[src/rtl/xbar_wrr_arbiter_pkg.sv]
// Shared types and width helper for the stream crossbar arbiter slice.
package xbar_pkg;

    typedef enum logic [1:0] {
        IDLE = 2'd0,
        BUSY = 2'd1,
        HOLD = 2'd2
    } arb_state_t;

    function automatic int clog2_min1(input int n);
        return (n <= 2) ? 1 : $clog2(n);
    endfunction

endpackage

[src/rtl/xbar_wrr_arbiter_if.sv]
// Request/grant bundle between one crossbar output port and its arbiter.
interface xbar_wrr_arbiter_if
    import xbar_pkg::*;
#(
    parameter int S_DATA_COUNT = 2,
    parameter int T_ID___WIDTH = clog2_min1(S_DATA_COUNT),
    parameter int WEIGHT_WIDTH = 4
);
    logic [S_DATA_COUNT-1:0]              req_i;
    logic [S_DATA_COUNT-1:0]              last_i;
    logic                                 beat_i;
    logic [S_DATA_COUNT*WEIGHT_WIDTH-1:0] weight_i;
    logic                                 grant_valid_o;
    logic [T_ID___WIDTH-1:0]              grant_id_o;
    logic [S_DATA_COUNT-1:0]              grant_oh_o;

    modport master (
        output req_i, last_i, beat_i, weight_i,
        input  grant_valid_o, grant_id_o, grant_oh_o
    );

    modport slave (
        input  req_i, last_i, beat_i, weight_i,
        output grant_valid_o, grant_id_o, grant_oh_o
    );
endinterface

[src/rtl/xbar_wrr_arbiter_picker.sv]
// Round-robin search: first set request at or after ptr_i, wrapping to 0.
module rr_priority_picker
    import xbar_pkg::*;
#(
    parameter int S_DATA_COUNT = 2,
    parameter int T_ID___WIDTH = clog2_min1(S_DATA_COUNT)
) (
    input  logic [S_DATA_COUNT-1:0] req_i,
    input  logic [T_ID___WIDTH-1:0] ptr_i,
    output logic                    found_o,
    output logic [T_ID___WIDTH-1:0] winner_o
);
    localparam int IW = T_ID___WIDTH + 1;
    localparam int DW = 1 << IW;

    logic [DW-1:0] req_dbl;
    logic [IW-1:0] idx;

    // Scanning from the farthest offset down lets the nearest request win.
    always_comb begin
        req_dbl  = DW'({req_i, req_i});
        found_o  = 1'b0;
        winner_o = '0;
        idx      = '0;
        for (int i = S_DATA_COUNT - 1; i >= 0; i--) begin
            idx = IW'(ptr_i) + IW'(i);
            if (req_dbl[idx]) begin
                found_o  = 1'b1;
                winner_o = (idx >= IW'(S_DATA_COUNT)) ? T_ID___WIDTH'(idx - IW'(S_DATA_COUNT))
                                                      : T_ID___WIDTH'(idx);
            end
        end
    end
endmodule

[src/rtl/xbar_wrr_arbiter.sv]
// Weighted round-robin packet arbiter for one crossbar output port.
//   state | meaning
//   IDLE  | no grant; next requester picked from ptr_q onward
//   BUSY  | packet in flight for grant_id_q
//   HOLD  | packet done, grant kept while credit remains
module xbar_wrr_arbiter
    import xbar_pkg::*;
#(
    parameter int S_DATA_COUNT = 2,
    parameter int T_ID___WIDTH = clog2_min1(S_DATA_COUNT),
    parameter int WEIGHT_WIDTH = 4
) (
    input logic               clk_i,
    input logic               rst_i,
    xbar_wrr_arbiter_if.slave arb_if
);
    arb_state_t              state_q;
    logic [T_ID___WIDTH-1:0] ptr_q;
    logic [WEIGHT_WIDTH-1:0] credit_q;
    logic                    grant_valid_q;
    logic [T_ID___WIDTH-1:0] grant_id_q;
    logic [S_DATA_COUNT-1:0] grant_oh_q;

    logic                    found;
    logic [T_ID___WIDTH-1:0] winner;
    logic [WEIGHT_WIDTH-1:0] weight_arr [S_DATA_COUNT];
    logic [WEIGHT_WIDTH-1:0] credit_start_d;
    logic [WEIGHT_WIDTH-1:0] credit_dec_d;
    logic [T_ID___WIDTH-1:0] ptr_d;
    logic                    eop_d;

    rr_priority_picker #(
        .S_DATA_COUNT (S_DATA_COUNT),
        .T_ID___WIDTH (T_ID___WIDTH)
    ) u_picker (
        .req_i    (arb_if.req_i),
        .ptr_i    (ptr_q),
        .found_o  (found),
        .winner_o (winner)
    );

    always_comb begin
        for (int k = 0; k < S_DATA_COUNT; k++) begin
            weight_arr[k] = arb_if.weight_i[k*WEIGHT_WIDTH +: WEIGHT_WIDTH];
        end
        // A zero weight would otherwise underflow the credit on the first EOP.
        credit_start_d = (weight_arr[winner] == '0) ? WEIGHT_WIDTH'(1) : weight_arr[winner];
        credit_dec_d   = credit_q - WEIGHT_WIDTH'(1);
        ptr_d          = (grant_id_q == T_ID___WIDTH'(S_DATA_COUNT - 1)) ? '0
                                                                         : grant_id_q + T_ID___WIDTH'(1);
        eop_d          = arb_if.beat_i && arb_if.last_i[grant_id_q];
    end

    always_ff @(posedge clk_i) begin
        if (rst_i) begin
            state_q       <= IDLE;
            ptr_q         <= '0;
            credit_q      <= '0;
            grant_valid_q <= 1'b0;
            grant_id_q    <= '0;
            grant_oh_q    <= '0;
        end else begin
            case (state_q)
                IDLE: begin
                    if (found) begin
                        state_q       <= BUSY;
                        grant_valid_q <= 1'b1;
                        grant_id_q    <= winner;
                        grant_oh_q    <= S_DATA_COUNT'(1) << winner;
                        credit_q      <= credit_start_d;
                    end
                end
                BUSY: begin
                    if (eop_d) begin
                        credit_q <= credit_dec_d;
                        if (credit_dec_d == '0) begin
                            state_q       <= IDLE;
                            ptr_q         <= ptr_d;
                            grant_valid_q <= 1'b0;
                            grant_oh_q    <= '0;
                        end else begin
                            state_q <= HOLD;
                        end
                    end
                end
                HOLD: begin
                    if (arb_if.req_i[grant_id_q]) begin
                        state_q <= BUSY;
                    end else begin
                        state_q       <= IDLE;
                        ptr_q         <= ptr_d;
                        credit_q      <= '0;
                        grant_valid_q <= 1'b0;
                        grant_oh_q    <= '0;
                    end
                end
                default: begin
                    state_q       <= IDLE;
                    grant_valid_q <= 1'b0;
                    grant_oh_q    <= '0;
                end
            endcase
        end
    end

    assign arb_if.grant_valid_o = grant_valid_q;
    assign arb_if.grant_id_o    = grant_id_q;
    assign arb_if.grant_oh_o    = grant_oh_q;
endmodule

[src/flat_wrapper.sv]
// flat-port wrapper written by rule: the top's interface ports become plain ports
module xbar_wrr_arbiter_flat import xbar_pkg::*;
#(
    parameter int S_DATA_COUNT = 2,
    parameter int T_ID___WIDTH = clog2_min1(S_DATA_COUNT),
    parameter int WEIGHT_WIDTH = 4
)
  (clk_i, rst_i, arb_if_req_i, arb_if_last_i, arb_if_beat_i, arb_if_weight_i, arb_if_grant_valid_o, arb_if_grant_id_o, arb_if_grant_oh_o);
  xbar_wrr_arbiter_if #(.S_DATA_COUNT(S_DATA_COUNT), .T_ID___WIDTH(T_ID___WIDTH), .WEIGHT_WIDTH(WEIGHT_WIDTH)) arb_if_i ();
  input logic clk_i;
  input logic rst_i;
  input wire logic [$bits(arb_if_i.req_i)-1:0] arb_if_req_i;
  input wire logic [$bits(arb_if_i.last_i)-1:0] arb_if_last_i;
  input wire logic [$bits(arb_if_i.beat_i)-1:0] arb_if_beat_i;
  input wire logic [$bits(arb_if_i.weight_i)-1:0] arb_if_weight_i;
  output wire logic [$bits(arb_if_i.grant_valid_o)-1:0] arb_if_grant_valid_o;
  output wire logic [$bits(arb_if_i.grant_id_o)-1:0] arb_if_grant_id_o;
  output wire logic [$bits(arb_if_i.grant_oh_o)-1:0] arb_if_grant_oh_o;
  assign arb_if_i.req_i = arb_if_req_i;
  assign arb_if_i.last_i = arb_if_last_i;
  assign arb_if_i.beat_i = arb_if_beat_i;
  assign arb_if_i.weight_i = arb_if_weight_i;
  assign arb_if_grant_valid_o = arb_if_i.grant_valid_o;
  assign arb_if_grant_id_o = arb_if_i.grant_id_o;
  assign arb_if_grant_oh_o = arb_if_i.grant_oh_o;
  xbar_wrr_arbiter #(.S_DATA_COUNT(S_DATA_COUNT), .T_ID___WIDTH(T_ID___WIDTH), .WEIGHT_WIDTH(WEIGHT_WIDTH)) u_core (.clk_i(clk_i), .rst_i(rst_i), .arb_if(arb_if_i));
endmodule
[config.mk]
export PLATFORM = sky130hd
export DESIGN_NAME = xbar_wrr_arbiter_flat
export DESIGN_NICKNAME = d
export VERILOG_FILES = /design/src/rtl/xbar_wrr_arbiter_pkg.sv /design/src/rtl/xbar_wrr_arbiter_if.sv /design/src/rtl/xbar_wrr_arbiter_picker.sv /design/src/rtl/xbar_wrr_arbiter.sv /design/src/flat_wrapper.sv
export SDC_FILE = /design/constraint.sdc
export NUM_CORES = 1
export LEC_CHECK = 0
export ABC_AREA = 1
export BUFFER_PORTS_ARGS = -buffer_cell sky130_fd_sc_hd__buf_2
export CAP_MARGIN = 20
export CORE_MARGIN = 5
export CORE_UTILIZATION = 54
export CTS_BUF_LIST = sky130_fd_sc_hd__clkbuf_2 sky130_fd_sc_hd__clkbuf_4 sky130_fd_sc_hd__clkbuf_8
export DETAILED_ROUTE_END_ITERATION = 6
export PLACE_DENSITY = 0.8
export SLEW_MARGIN = 25
export SYNTH_ARGS = -nofsm -noshare
export SYNTH_HDL_FRONTEND = slang
export SYNTH_SLANG_ARGS = --single-unit
[constraint.sdc]
create_clock -name clk_i -period 3.5 [get_ports clk_i]
set_input_delay 0.7 -clock clk_i [delete_from_list [all_inputs] [get_ports clk_i]]
set_output_delay 0.7 -clock clk_i [all_outputs]
set_load 0.03 [all_outputs]
==> results.txt <==
number of port buffers = 18
Cell Area, Synth = 836 µm²
Reg power frac = 26.2%
Slowest cell on crit path = dfxtp_1
worst vdd ir = 480 µV
DIE HEIGHT = 49.3 µm
max frequency = 597 MHz
residual antenna-violating net count after detailed routing = 0
core area = 1490 µm²
postcts setup bufs = 0
io pins = 19
commonest non-fill, non-tap cells in the layout = nand2_1 (35), inv_1 (21), buf_2 (18)
Antenna Cells = 0
Seq/Total Area, Yosys = 26.3%
Setup CP Type = register to output pin
worst hold path type = register to register
CTS H-tree depth = 1
R2R Setup Slk = 2.01 ns
total gr overflow = 0
P_int = 0.000387 W
RSZ-0062 raised after global routing = no
Cell Rows = 14
crit path cell chain = buf_2
Leak = 0.539 nW
first-pass GRT wire length = 3.17 mm
number of max-cap violations = 0
power share of the clock group = 13.4%
net switching power = 0.000374 W
Wirelength per Cell = 10.5 µm
Starting Density = 56.1%
final setup vio count = 0
power share of the combinational group = 60.4%
gr usage total = 16.4%
post-synth top area share = 26.3%
CP bufs+invs = 1
TritonCTS Sinks = 11
Die ar. = 2430 µm²
layout cells sized above 1 = 24.7%
vias per inst = 5.09
synth unique cells = 22
status = finished clean
data required time of the worst path = 2.80 ns
crit path capture type = output pin
R2R Path End = u_core.arb_if.grant_valid_o
clk_skew = 0.00567 ns
commonest non-fill, non-tap cell in the layout = nand2_1
nets@finish = 173
clock-pin slew on the worst setup and hold paths = 0.08 ns
Power Dens Cells = 780 nW/µm²
RD Place Congestion = 0.924
Largest delay share family, worst path = flip-flops
switching share of total power = 49.2%
Worst setup SP type = register
Gate Count Post-Synth = 128
Iter 0 DRT Violations = 14
CP max stage delay = 0.45 ns
total negative slack = 0 ns
count of pins over their slew limit = 0
Area contributors post-synth = dfxtp_1 (26%), nand2_1 (16%), ha_1 (10%)
first-pass detailed-route iteration total = 4
Hold Buf Count CTS = 0
routed wire length = 1.75 mm
root buf cell = clkbuf_4
CP Max Fanout = 6
clk buf depth = 2
pin count of the biggest net entering global routing = 9
number of warning messages in the yosys log = 0
fin crit share = 47.9%
Hold Crit Start = u_core.arb_if.grant_oh_o[0]
Detailed Place HPWL = 1.39 mm
Die Wd = 49.3 µm
number of global-route vias before repair = 782
Clock Latency Late Sink = 0.28 ns
Slew HR = 84.3%
Hold Path End = u_core.arb_if.grant_oh_o[0]
R2R depth = 11
fill count = 142
CTS resizes = 0
Final min period = 1.68 ns
Synth area leader = dfxtp_1
vias = 845
initial antenna violation count = 0
Data arrival, critical path = 0.98 ns
Synth Register Bits = 11
final hold vios = 0
CTS buffer count = 3
post-synth net total = 150
worst hold stages = 2
Post-Route Utilization = 65.5%
CTS tree = yes
FF-to-FF Start = u_core.credit_q[0]
Layout area overhead = 16.8%
worst-margin pin slew = 0.233 ns
syn avg cell area = 6.53 µm²
DRC violations left = 0
-- per-layer routing --
metal  vias to the layer above  global-route usage (%)  part of all wire [%]
met2                        16                    27.7                    53
met3                         6                    3.67                   4.2
met1                       381                    19.7                    41
met4                         0                    6.73                   2.1
met5                         -                       0                     0
li1                        442                       -                     -
-- area by class of cell --
class	instances	area (µm²)	area share [%]
multi-input combinational	95	533	54.6
tap	16	20.0	2.05
clock buffer	4	30.0	3.08
sequential	11	220	22.6
inverter	22	82.6	8.46
timing repair buffer	18	90.1	9.23
-- registers in the layout (all words and copies together) (netlist names) --
signal                       cells
u_core.arb_if.grant_valid_o      1
u_core.arb_if.grant_oh_o         2
u_core.state_q                   2
u_core.arb_if.grant_id_o         1
u_core.credit_q                  4
u_core.ptr_q                     1
-- how the worst max path moves through the flow --
stage | from | end | slack, ns | cells after the start
finish | u_core.arb_if.grant_id_o | arb_if_grant_id_o | 1.82 | 1
global route | u_core.arb_if.grant_id_o | arb_if_grant_id_o | 1.76 | 1
CTS | u_core.arb_if.grant_id_o | arb_if_grant_id_o | 1.83 | 1
detailed placement | arb_if_req_i[0] | u_core.credit_q[0] | 1.82 | 8
global placement | arb_if_req_i[0] | u_core.credit_q[0] | 1.86 | 8
floorplan | arb_if_req_i[0] | u_core.credit_q[0] | 2.02 | 7
-- cell families after synthesis --
logic type / after synthesis / share of synthesized area, %
DFF: 11 / 26.3
adders and majority gates: 7 / 10.5
and+or+nand+nor: 73 / 42.5
AOI/OAI and AO/OA: 15 / 10.8
buffers and inverters: 22 / 9.88
-- stage by stage --
stage / hold slack, ns / cell area [µm²] / worst slack (ns) / instances / total power (W)
2_1_floorplan: 0.474 / 836 / 2.02 / 128 / 0.000571
3_3_place_gp: 0.445 / 946 / 1.86 / 162 / 0.000652
3_5_place_dp: 0.449 / 946 / 1.82 / 162 / 0.000658
4_1_cts: 0.460 / 976 / 1.83 / 166 / 0.000760
5_1_grt: 0.498 / 976 / 1.76 / 166 / 0.000854
6_report: 0.457 / 976 / 1.82 / 166 / 0.000761
-- cell usage after synthesis --
| cell | number |
|---|---|
| or2_2 | 1 |
| inv_1 | 21 |
| dfxtp_1 | 11 |
| ha_1 | 7 |
| a211oi_1 | 2 |
| inv_2 | 1 |
| nor3_1 | 1 |
| nand2_2 | 4 |
| and2_1 | 1 |
| nor2_4 | 2 |
| o22ai_1 | 2 |
| nor2_2 | 1 |
| o21ai_0 | 5 |
| a21oi_2 | 2 |
| nand2_4 | 1 |
| nand3b_1 | 2 |
| nand3_4 | 1 |
| nand2_1 | 35 |
| a21oi_1 | 4 |
| nand3_1 | 5 |
| nor2_1 | 17 |
| nand3_2 | 2 |
-- power by group through the flow --
stage,combinational [W],clock [W],sequential (W)
6_report,0.000460,0.000102,0.000199
5_1_grt,0.000535,0.000111,0.000207
4_1_cts,0.000459,0.000100,0.000200
3_5_place_dp,0.000455,0,0.000203
3_3_place_gp,0.000450,0,0.000201
2_1_floorplan,0.000349,0,0.000222
Power figures use the tool's default switching activity.
